[src/rtl/div_ratio_ctrl.sv]
`default_nettype none
// ============================================================================
// Module   : div_ratio_ctrl
// Brief    : Range-checks a requested division ratio, loads the odd or even
//            divider's P value, pulses the divider reset and holds off new
//            requests while the divider output settles.
// Revision : 1.0
// ============================================================================
module div_ratio_ctrl #(
    parameter int SIZE         = 8,
    parameter int DEFAULT_N    = 3,
    parameter int SETTLE_EXTRA = 2
) (
    input  logic            clk,
    input  logic            reset,
    input  logic [SIZE-1:0] n_in,
    input  logic            n_valid,
    output logic            n_ready,
    output logic [SIZE-1:0] p_odd,
    output logic [SIZE-1:0] p_even,
    output logic            sel_odd,
    output logic            div_reset,
    output logic            cfg_err,
    output logic            busy
);

    localparam int              CW          = SIZE + 1;
    localparam logic [SIZE-1:0] RESET_P_ODD = SIZE'(DEFAULT_N);
    localparam logic [CW-1:0]   EXTRA       = CW'(SETTLE_EXTRA);

    typedef enum logic [1:0] {
        S_IDLE   = 2'd0,
        S_LOAD   = 2'd1,
        S_SETTLE = 2'd2
    } state_t;

    state_t          state, state_nx;
    logic [SIZE-1:0] n_lat, n_lat_nx;
    logic [SIZE-1:0] p_odd_nx, p_even_nx;
    logic [CW-1:0]   cnt, cnt_nx;
    logic            ready_nx, sel_nx, dreset_nx, err_nx;
    logic            xfer, n_ok;

    assign xfer = n_valid && n_ready;
    // Ratios 0 and 1 are the only ones with no bit set above bit 0.
    assign n_ok = |n_in[SIZE-1:1];
    assign busy = (state != S_IDLE);

    always_ff @(posedge clk) begin
        if (reset) begin
            state     <= S_IDLE;
            n_lat     <= '0;
            cnt       <= '0;
            n_ready   <= 1'b0;
            p_odd     <= RESET_P_ODD;
            p_even    <= SIZE'(1);
            sel_odd   <= 1'b1;
            div_reset <= 1'b1;
            cfg_err   <= 1'b0;
        end else begin
            state     <= state_nx;
            n_lat     <= n_lat_nx;
            cnt       <= cnt_nx;
            n_ready   <= ready_nx;
            p_odd     <= p_odd_nx;
            p_even    <= p_even_nx;
            sel_odd   <= sel_nx;
            div_reset <= dreset_nx;
            cfg_err   <= err_nx;
        end
    end

    always_comb begin
        state_nx  = state;
        n_lat_nx  = n_lat;
        cnt_nx    = cnt;
        p_odd_nx  = p_odd;
        p_even_nx = p_even;
        sel_nx    = sel_odd;
        ready_nx  = 1'b0;
        dreset_nx = 1'b0;
        err_nx    = 1'b0;
        case (state)
            S_IDLE: begin
                ready_nx = 1'b1;
                if (xfer) begin
                    if (n_ok) begin
                        n_lat_nx = n_in;
                        state_nx = S_LOAD;
                        ready_nx = 1'b0;
                    end else begin
                        err_nx = 1'b1;
                    end
                end
            end
            S_LOAD: begin
                dreset_nx = 1'b1;
                if (n_lat[0]) begin
                    p_odd_nx = n_lat;
                    sel_nx   = 1'b1;
                end else begin
                    p_even_nx = n_lat >> 1;
                    sel_nx    = 1'b0;
                end
                // One extra bit keeps N + SETTLE_EXTRA from wrapping at the top ratio.
                cnt_nx   = {1'b0, n_lat} + EXTRA;
                state_nx = S_SETTLE;
            end
            S_SETTLE: begin
                cnt_nx = cnt - CW'(1);
                if (cnt == CW'(1)) begin
                    state_nx = S_IDLE;
                    ready_nx = 1'b1;
                end
            end
            default: begin
                state_nx = S_IDLE;
            end
        endcase
    end

endmodule
`default_nettype wire

[config.mk]
export PLATFORM = sky130hd
export DESIGN_NAME = div_ratio_ctrl
export DESIGN_NICKNAME = d
export VERILOG_FILES = /design/src/rtl/div_ratio_ctrl.sv
export SDC_FILE = /design/constraint.sdc
export NUM_CORES = 1
export LEC_CHECK = 0
export CAP_MARGIN = 25
export CORE_ASPECT_RATIO = 0.6
export CORE_MARGIN = 2
export CORE_UTILIZATION = 25
export CTS_CLUSTER_SIZE = 24
export DETAILED_ROUTE_END_ITERATION = 16
export GPL_TIMING_DRIVEN = 0
export HOLD_SLACK_MARGIN = 0.06
export SYNTH_ARGS = -nofsm -noshare
export SYNTH_HDL_FRONTEND = slang
export SYNTH_SLANG_ARGS = --single-unit
[constraint.sdc]
create_clock -name clk -period 2.4 [get_ports clk]
set_input_delay 0.24 -clock clk [delete_from_list [all_inputs] [get_ports clk]]
set_output_delay 0.24 -clock clk [all_outputs]
set_load 0.02 [all_outputs]
# Word-level counts from Yosys, hierarchy flattened
# Index checks and enable logic that the tools add are counted.
totals:
  register_bits: 37
  inputBits: 11
  output_inout_bits: 21
  word_cells: 41
classes:
  n_addsub: 2
  eq_ne: 6
  n_mux: 11
  bitwise: 3
  n_reduce_logical: 10
ops:
  columns: ["cell", "count"]
  rows:
  - ["case mux 9 bit (2 select lines)", 1]
  - ["adder 8 x 2 -> 9 bit (second input constant)", 1]
  - ["equality test 9 x 1 -> 1 bit (second input constant)", 1]
  - ["subtractor 9 x 1 -> 9 bit (second input constant)", 1]
  - ["OR reduction 7 bit", 1]
  - ["two-way mux 2 bit", 3]
  - ["inequality test 2 bit (second input constant)", 3]
  - ["case mux 2 bit (3 select lines)", 1]
  - ["AND reduction 3 bit", 2]
  - ["two-way mux 1 bit", 5]
  - ["AND reduction 2 bit", 2]
  - ["nonzero test 2 bit", 2]
  - ["NOT 1 bit", 3]
  - ["OR reduction 3 bit", 1]
  - ["equality test 2 x 1 -> 1 bit (second input constant)", 1]
  - ["equality test 2 bit (second input constant)", 1]
  - ["logical NOT 2 bit", 1]
  - ["case mux 1 bit (2 select lines)", 1]
  - ["logical AND 1 bit", 1]

# Logic depth before layout (Yosys ltp)
# Gate-level depths: netlist (run 1).
logic_depth:
  word_depth: 4
  ltp_mapped: 7
  depth_no_buf: 6

# Worst setup path before layout (run 1)
# No wires, ideal clock.
synth_path:
  path_type: "flip-flop to flip-flop"
  start: "register state[1]"
  end: "register cnt[6]"
  setup_time_ns: 0.127
  arrival_ns: 1.637
  required_time_ns: 2.273
  slack_ns: 0.636
  path_stages_with_launch: 8
  path_buffers: 1
  synth_period_minus_slack_ns: 1.764
  path_cell_list: "dfxtp_1 inv_1 ha_1 clkbuf_1 nand3b_1 or4_1 a31oi_1 o2bb2ai_1"
synth_between:
  elab_chain_cells: 2
  elab_cells_between_ends: 4
  cone_classes: "2 x eq/ne; 1 x mux; 1 x reduce/logical"
synth_lines:
  columns: ["item", "line_no", "rtl"]
  rows:
  - ["start, declared", "37", "state_t state, state_nx;"]
  - ["start signal, assigned", "61", "state <= state_nx;"]
  - ["equality test 2 bit or equality test 2 x 1 -> 1 bit (tied branches)", "83", "case (state)"]
  - ["case mux 9 bit (2 select lines) or nonzero test 2 bit (tied branches)", null, null]
  - ["end signal, assigned", "63", "cnt <= cnt_nx;"]
  - ["end, declared", "40", "logic [CW-1:0] cnt, cnt_nx;"]
# Parallel ways exist; a longest one is shown, timed or not.
# A chain may end at the register's enable or synchronous reset.

# Worst setup path after layout (run 1)
layout_path:
  start: "register state[1]"
  end: "register cnt[4]"
# Same word-level chain as after synthesis.

==> metrics.txt, run 1 <==
r2r endpoint cnt[4]; worst-path maximum fanout 10; MaxCap Viol Count 0; Synth area leaders dfxtp_1 43%, mux2i_1 9.2%, nand2_1 5.6%, nor2_1 5.4%, ha_1 4.3%; Hold Crit Endpoint cnt[4]; syn_area_per_cell around 8.6 um2; I/O Buffers 28; clk buf depth 2; Reg-to-Reg Start state[1]; DR vias/cell between 4 and 5; GR Util All Layers 12.31%; setup TNS 0 ns; Post-synth top cells 37 x dfxtp_1, 26 x nand2_1, 25 x nor2_1; initial drt markers about 160; CTS tree done; post-synthesis sequential area ratio a little over two fifths; Final period util around 88%; vias in the first global route about 1,300; CTS Buf Count 5; worst hold path class in2reg; die height about 70 um; minimum clock period 2.120 ns; met3 wire len 400 um; hold violation count in the final report 0; wire length on met2 between 1500 and 2000 um; # hold bufs at CTS 0; Syn Inst Count ~200; Final nets 254; dpl hpwl around 3500 um; Yosys reg bits 37; I/O pin cnt 32; most frequent cell after synthesis dfxtp_1; DRC 0; Distinct cells, synth between 40 and 50; FFs w/ async S/R, synth 0%; area grow syn2layout 32.26%; r2r setup slk 0.28 ns; Final Max Tran Viols 0; Die X 111.8 um; worst-case clock skew 0.003671 ns; CP Class reg2reg; initial antenna violation count 0; Multi-input gate area between 900 and 1000 um2; ant diodes 0; Worst slew margin 62.76%; syn_nets between 200 and 250; Worst Path Arrival 2.28 ns; maximum vdd drop slightly above 0.0004 V; Power Total 1703 uW; Post-Synthesis Cell Area 1742 um2; Worst Reg2Reg Path Length in Cells 7; clk_lat worst skew between 0.2 and 0.3 ns; unrepaired setup endpoints after global routing false; core area 6705 um2; Wirelength per Cell ~14 um; post-synth top area share between 40% and 50%; layout cells sized above 1 under 10%; Fmax around 470 MHz; Post-synth EDFFs 0; worst path cell trace inv_1, ha_1, clkbuf_1, inv_2, nor2_1, nor3_1, a2111oi_0; Leak 0.0008587 uW; Top FF cell, synth dfxtp_1; drt first pass iters 4; Slew @ Worst Pin 0.5586 ns; clk slew on worst S/H paths around 0.060 ns; post-CTS setup buffers 0; CP max stage delay around 0.45 ns; pwr dens 739.3 nW/um2; crit path capture type register; Slowest cell on crit path nor2_1; num rows 23; routed wire length approximately 4500 um; Starting Density ~26%; hold path depth 2; Buf+Inv Stages, Crit Path 3; Yosys warning count 0; Post-DRT Antenna Nets 0; clock root buffer clkbuf_16; GR Overflow Total 0; family with the most delay on the worst path simple AND/OR/NAND/NOR gates; fin util 34.35%; clock sinks 37; Final setup viols 0; wl on met1 about 2500 um; largest net degree at the start of global routing 12; register area approximately 740 um2; Routability Congestion just over 0.9; routed vias approximately 1,500; number of gates resized after cts 0; startpoint types register; Yosys top cell by area dfxtp_1; Fillers approximately 700; hold path start reset; top layer in use met4; status finished clean; die area between 7000 and 8000 um2; number of H-tree levels 2; first-pass GRT wire length 7065 um; Critical Path RT roughly 2.6 ns
[sequential cells by signal, summed over array words and instances (netlist names)]
signal     flops
cfg_err        1
cnt            9
div_reset      1
n_lat          8
n_ready        1
p_even         7
p_odd          7
sel_odd        1
state          2
[per-layer routing]
layer	GRT usage [%]	up-vias
li1	-	772
met1	20.00	716
met3	3.409	2
met4	3.241	0
met2	14.85	52
met5	0	-
[final cells by class]
class	count	share of cell area (%)
buffer	12	2.336
clock buffer	7	6.192
clock inverter	1	1.304
inverter	9	1.467
multi-input combinational	144	39.65
sequential	37	32.16
tap	87	4.726
timing repair buffer	28	12.17
[where the power goes]
group	leakage [uW]	total (uW)	switching (uW)	internal (uW)
Clock	0.0000841	757	238	519
Combinational	0.000474	267	153	114
Sequential	0.000300	679	34.2	645
[through the flow]
step | instances | instance area [um2] | setup slack [ns] | hold WS (ns)
floorplan | 202 | 1742 | 0.6360 | 0.3872
global placement | 317 | 2131 | 0.3091 | 0.4488
detailed placement | 317 | 2131 | 0.2954 | 0.4516
CTS | 325 | 2303 | 0.3291 | 0.3447
global route | 325 | 2303 | 0.05504 | 0.3897
finish | 325 | 2303 | 0.2800 | 0.3473
[placed cells by master, fill, tap and decap left out, types with 2 or more instances in the layout]
master / n
nand2_1: 26
nand3b_1: 2
mux2i_1: 16
conb_1: 2
or4_1: 3
and3_1: 2
clkdlybuf4s50_1: 28
clkbuf_1: 10
nor3b_1: 2
a31oi_1: 3
xor2_1: 2
nand2b_1: 3
ha_1: 6
nand3_1: 7
nor3_1: 5
buf_4: 2
xnor2_1: 2
o21ai_0: 3
clkbuf_16: 5
nor2_1: 25
inv_1: 8
o211ai_1: 2
dfxtp_1: 37
a21oi_1: 11
[worst max path at each step]
stage	start	to	depth (start not counted)
floorplan	state[1]	cnt[6]	7
global placement	n_in[4]	n_lat[3]	6
detailed placement	n_in[4]	n_lat[1]	6
CTS	state[1]	cnt[4]	7
global route	state[1]	cnt[4]	7
finish	state[1]	cnt[4]	7
[cells by family after synthesis]
kind of cell | Yosys count | share of synthesized area, %
AND/OR/NAND/NOR | 84 | 23.78
multiplexers | 16 | 9.195
adder cells (fa/ha/maj) | 6 | 4.310
AO/OA/AOI/OAI | 32 | 12.72
buffers and inverters | 21 | 5.028
XOR/XNOR | 4 | 2.012
other | 2 | 0.4312
flip-flops | 37 | 42.53
Note: power is estimated with default switching activity, not from simulation.
==> inputs of run 2 (changes only) <==
--- a/config.mk
+++ b/config.mk
@@ -11,7 +11,6 @@
 export CORE_UTILIZATION = 25
 export CTS_CLUSTER_SIZE = 24
 export DETAILED_ROUTE_END_ITERATION = 16
-export GPL_TIMING_DRIVEN = 0
 export HOLD_SLACK_MARGIN = 0.06
 export SYNTH_ARGS = -nofsm -noshare
 export SYNTH_HDL_FRONTEND = slang
==> metrics.txt, run 2 (synthesis gave the netlist of run 1 again) <==
status finished clean; num rows 23; maximum vdd drop 0.0003012 V; post-CTS setup buffers 0; ant diodes 0; worst hold path class reg2reg; clk buf depth 2; commonest non-fill, non-tap cells in the layout 37 x dfxtp_1, 29 x clkdlybuf4s50_1, 26 x nand2_1; MaxCap Viol Count 0; DR vias/cell roughly 4.7; DRC 0; Final period util approximately four fifths; crit path capture type register; clk slew on worst S/H paths about 0.060 ns; dpl hpwl approximately 3300 um; fin util about a third; Final nets approximately 250; drt first pass iters 4; unrepaired setup endpoints after global routing false; core area ~6700 um2; die height between 60 and 70 um; number of H-tree levels 2; initial antenna violation count 0; clock root buffer clkbuf_16; Post-DRT Antenna Nets 0; fin cells 316; routed vias between 1,000 and 1,500; # hold bufs at CTS 0; die area between 7000 and 8000 um2; max FFs per register 9; GR Overflow Total 0; Starting Density 25.97%; I/O pin cnt 32; Final setup viols 0; Die X about 110 um; number of gates resized after cts 0; most common cell after layout, fill and taps aside dfxtp_1; worst-case clock skew around 0.0058 ns; area grow syn2layout 29.74%; CP Class reg2reg; first-pass GRT wire length roughly 7100 um; Critical Path RT ~2.6 ns; Reg with most FFs cnt; dpl cells around 310; startpoint types register; pwr dens 716.1 nW/um2; hold violation count in the final report 0; CTS Buf Count 5; initial drt markers around 120; Worst Path Arrival between 2 and 2.5 ns; GR Util All Layers around an eighth; Leak 0.0008427 uW; Final Instance Area ~2300 um2; vias in the first global route around 1,400; Fmax around 530 MHz; setup TNS 0 ns; clock sinks 37; CTS tree done; I/O Buffers 29; largest net degree at the start of global routing 18; Wirelength per Cell around 14 um; Final Max Tran Viols 0; clk_lat worst skew ~0.28 ns; minimum clock period roughly 1.9 ns; placed cell area ~2100 um2; routed wire length ~4300 um; Fillers roughly 700; layout cells sized above 1 ~6.6%; Routability Congestion about 0.83; worst-path maximum fanout 10; Top Registers cnt (9), n_lat (8)
==> run 2: cell count changes in the layout (fill, tap and decap cells not counted) <==
cell,before,now
clkbuf_1,10,0
buf_2,1,0
clkbuf_8,1,2
clkinv_2,0,1
bufinv_16,1,0
clkdlybuf4s50_1,28,29
==> run 2: path summary, 6_finish.rpt <==
kind	to	from	slack (ns)	cells past startpoint
worst min-delay path	p_odd[3]	p_odd[3]	0.45	2
worst max-delay path	cnt[4]	state[1]	0.51	6
worst max register to register	cnt[4]	state[1]	0.51	6
worst min register to register	p_odd[3]	p_odd[3]	0.45	2
==> run 2: cell type report <==
cell class,count,area [um2],area share [%]
Clock buffer,7,152.6,6.755
Clock inverter,1,5.005,0.2215
Inverter,9,33.78,1.495
Multi-Input combinational cell,144,913.4,40.42
Sequential cell,37,740.7,32.78
Tap cell,87,108.9,4.817
Timing Repair Buffer,31,305.3,13.51
==> run 2: per-layer routing <==
layer | global-route usage (%) | part of all wire [%]
met1 | 18.17 | 55
met2 | 14.77 | 34
met3 | 4.545 | 9.8
met4 | 5.093 | 1.8
met5 | 0 | 0
==> run 2: critical path: stages (launching register included) <==
cell	delay, ns
dfxtp_1	0.36
inv_1	0.07
ha_1	0.46
inv_2	0.11
nor2_1	0.36
nor3_1	0.09
a2111oi_0	0.33
==> run 2: metrics by stage <==
stage | hold slack (ns) | setup WS, ns | power (uW)
2_1_floorplan | 0.3872 | 0.6360 | 862.8
3_3_place_gp | 0.4456 | 0.4052 | 949.7
3_5_place_dp | 0.4469 | 0.3958 | 950.0
4_1_cts | 0.4542 | 0.5012 | 1633
5_1_grt | 0.4853 | 0.2925 | 1696
6_report | 0.4513 | 0.5088 | 1618
==> run 2: power breakdown <==
group	switching, uW	internal (uW)
clock	240	439
combinational	144	112
sequential	37.8	645
total	422	1200
==> inputs of run 3 (changes only) <==
==> constraint.sdc (replaced) <==
create_clock -name clk -period 1.9 [get_ports clk]
set_input_delay 0.19 -clock clk [delete_from_list [all_inputs] [get_ports clk]]
set_output_delay 0.19 -clock clk [all_outputs]
set_load 0.02 [all_outputs]
==> metrics.txt, run 3 (synthesis gave the netlist of run 1 again) <==
startpoint types register; Worst Path Arrival between 1.5 and 2 ns; first-pass GRT wire length between 7000 and 8000 um; maximum vdd drop 0.0003449 V; num rows 23; DR vias/cell around 4.7; I/O Buffers 29; Post-DRT Antenna Nets 0; Routability Congestion 0.7874; drt first pass iters 4; I/O pin cnt 32; worst-path maximum fanout 4; Top Registers cnt (9), n_lat (8); initial drt markers about 140; GR Overflow Total 0; initial antenna violation count 0; crit path capture type register; dpl hpwl approximately 3500 um; Fillers 689; CTS Buf Count 5; MaxCap Viol Count 0; ant diodes 0; Reg with most FFs cnt; fin util 35.17%; post-CTS setup buffers 0; Critical Path RT 2.07 ns; largest net degree at the start of global routing 20; area grow syn2layout 35.42%; Final Max Tran Viols 0; Final period util between 90% and 100%; Die X around 110 um; hold violation count in the final report 0; dpl cells 322; core area approximately 6700 um2; pwr dens about 870 nW/um2; fin cells between 300 and 400; unrepaired setup endpoints after global routing false; r2r setup slk approximately 0.11 ns; Final nets about 260; clk_lat worst skew approximately 0.28 ns; die height just under 70 um; routed vias roughly 1,500; layout cells sized above 1 around 12%; number of H-tree levels 2; Final setup viols 0; Fmax 558.2 MHz; clock root buffer clkbuf_16; GR Util All Layers 13.04%; clk buf depth 2; DRC 0; Starting Density approximately 26%; routed wire length 4692 um; clock sinks 37; Leak approximately 0.00091 uW; # hold bufs at CTS 0; most common cell after layout, fill and taps aside dfxtp_1; vias in the first global route roughly 1,400; Wirelength per Cell 14.26 um; clk slew on worst S/H paths around 0.060 ns; number of gates resized after cts 0; die area approximately 7700 um2; minimum clock period 1.791 ns; status finished clean; worst hold path class reg2reg; worst-case clock skew 0.004199 ns; commonest non-fill, non-tap cells in the layout 37 x dfxtp_1, 28 x clkdlybuf4s50_1, 26 x nand2_1; CTS tree done; CP Class reg2reg; max FFs per register 9
[run 3: layout make-up]
cell class | instances | area [um2] | share of cell area (%)
Clock buffer | 7 | 142.6 | 6.048
Inverter | 9 | 33.78 | 1.432
Multi-Input combinational cell | 144 | 919.6 | 38.99
Sequential cell | 37 | 740.7 | 31.41
Tap cell | 87 | 108.9 | 4.615
Timing Repair Buffer | 45 | 412.9 | 17.51
[run 3: report_power, final]
group,total [uW],switching [uW],internal (uW)
logic,383,209,174
registers,850,35.6,815
clock network,816,301,515
total,2050,545,1500
[run 3: worst max-delay path, stage by stage, from the launching register on]
cell and delay [ns]:
dfxtp_1 0.36, inv_1 0.07, ha_1 0.36, nand3b_1 0.17, or4_1 0.45, a31oi_1 0.20, o2bb2ai_1 0.08
[run 3: metrics by stage]
step / total power (uW) / setup TNS (ns) / hold WS, ns / setup slack (ns) / area (um2)
global placement: 1237 / -0.1384 / 0.4452 / -0.03052 / 2207
detailed placement: 1239 / -0.4811 / 0.4496 / -0.09110 / 2207
floorplan: 1090 / 0 / 0.3372 / 0.1360 / 1742
CTS: 2055 / 0 / 0.4584 / 0.01560 / 2350
finish: 2049 / 0 / 0.4573 / 0.1087 / 2359
global route: 2134 / 0 / 0.4800 / 0.03516 / 2359
[run 3: metal layers]
metal | wire length [um] | GRT usage [%] | vias to the layer above | share of wire [%]
li1 | - | - | 774 | -
met1 | 2573 | 20.05 | 710 | 55
met2 | 1660 | 16.52 | 52 | 35
met3 | 404 | 3.934 | 5 | 8.6
met4 | 54 | 4.630 | 0 | 1.2
met5 | 0 | 0 | - | 0
[run 3: worst paths after layout]
path / cells past startpoint / end / start
max reg2reg: 6 / cnt[6] / state[1]
max: 6 / cnt[6] / state[1]
min reg2reg: 2 / p_odd[4] / p_odd[4]
min: 2 / p_odd[4] / p_odd[4]
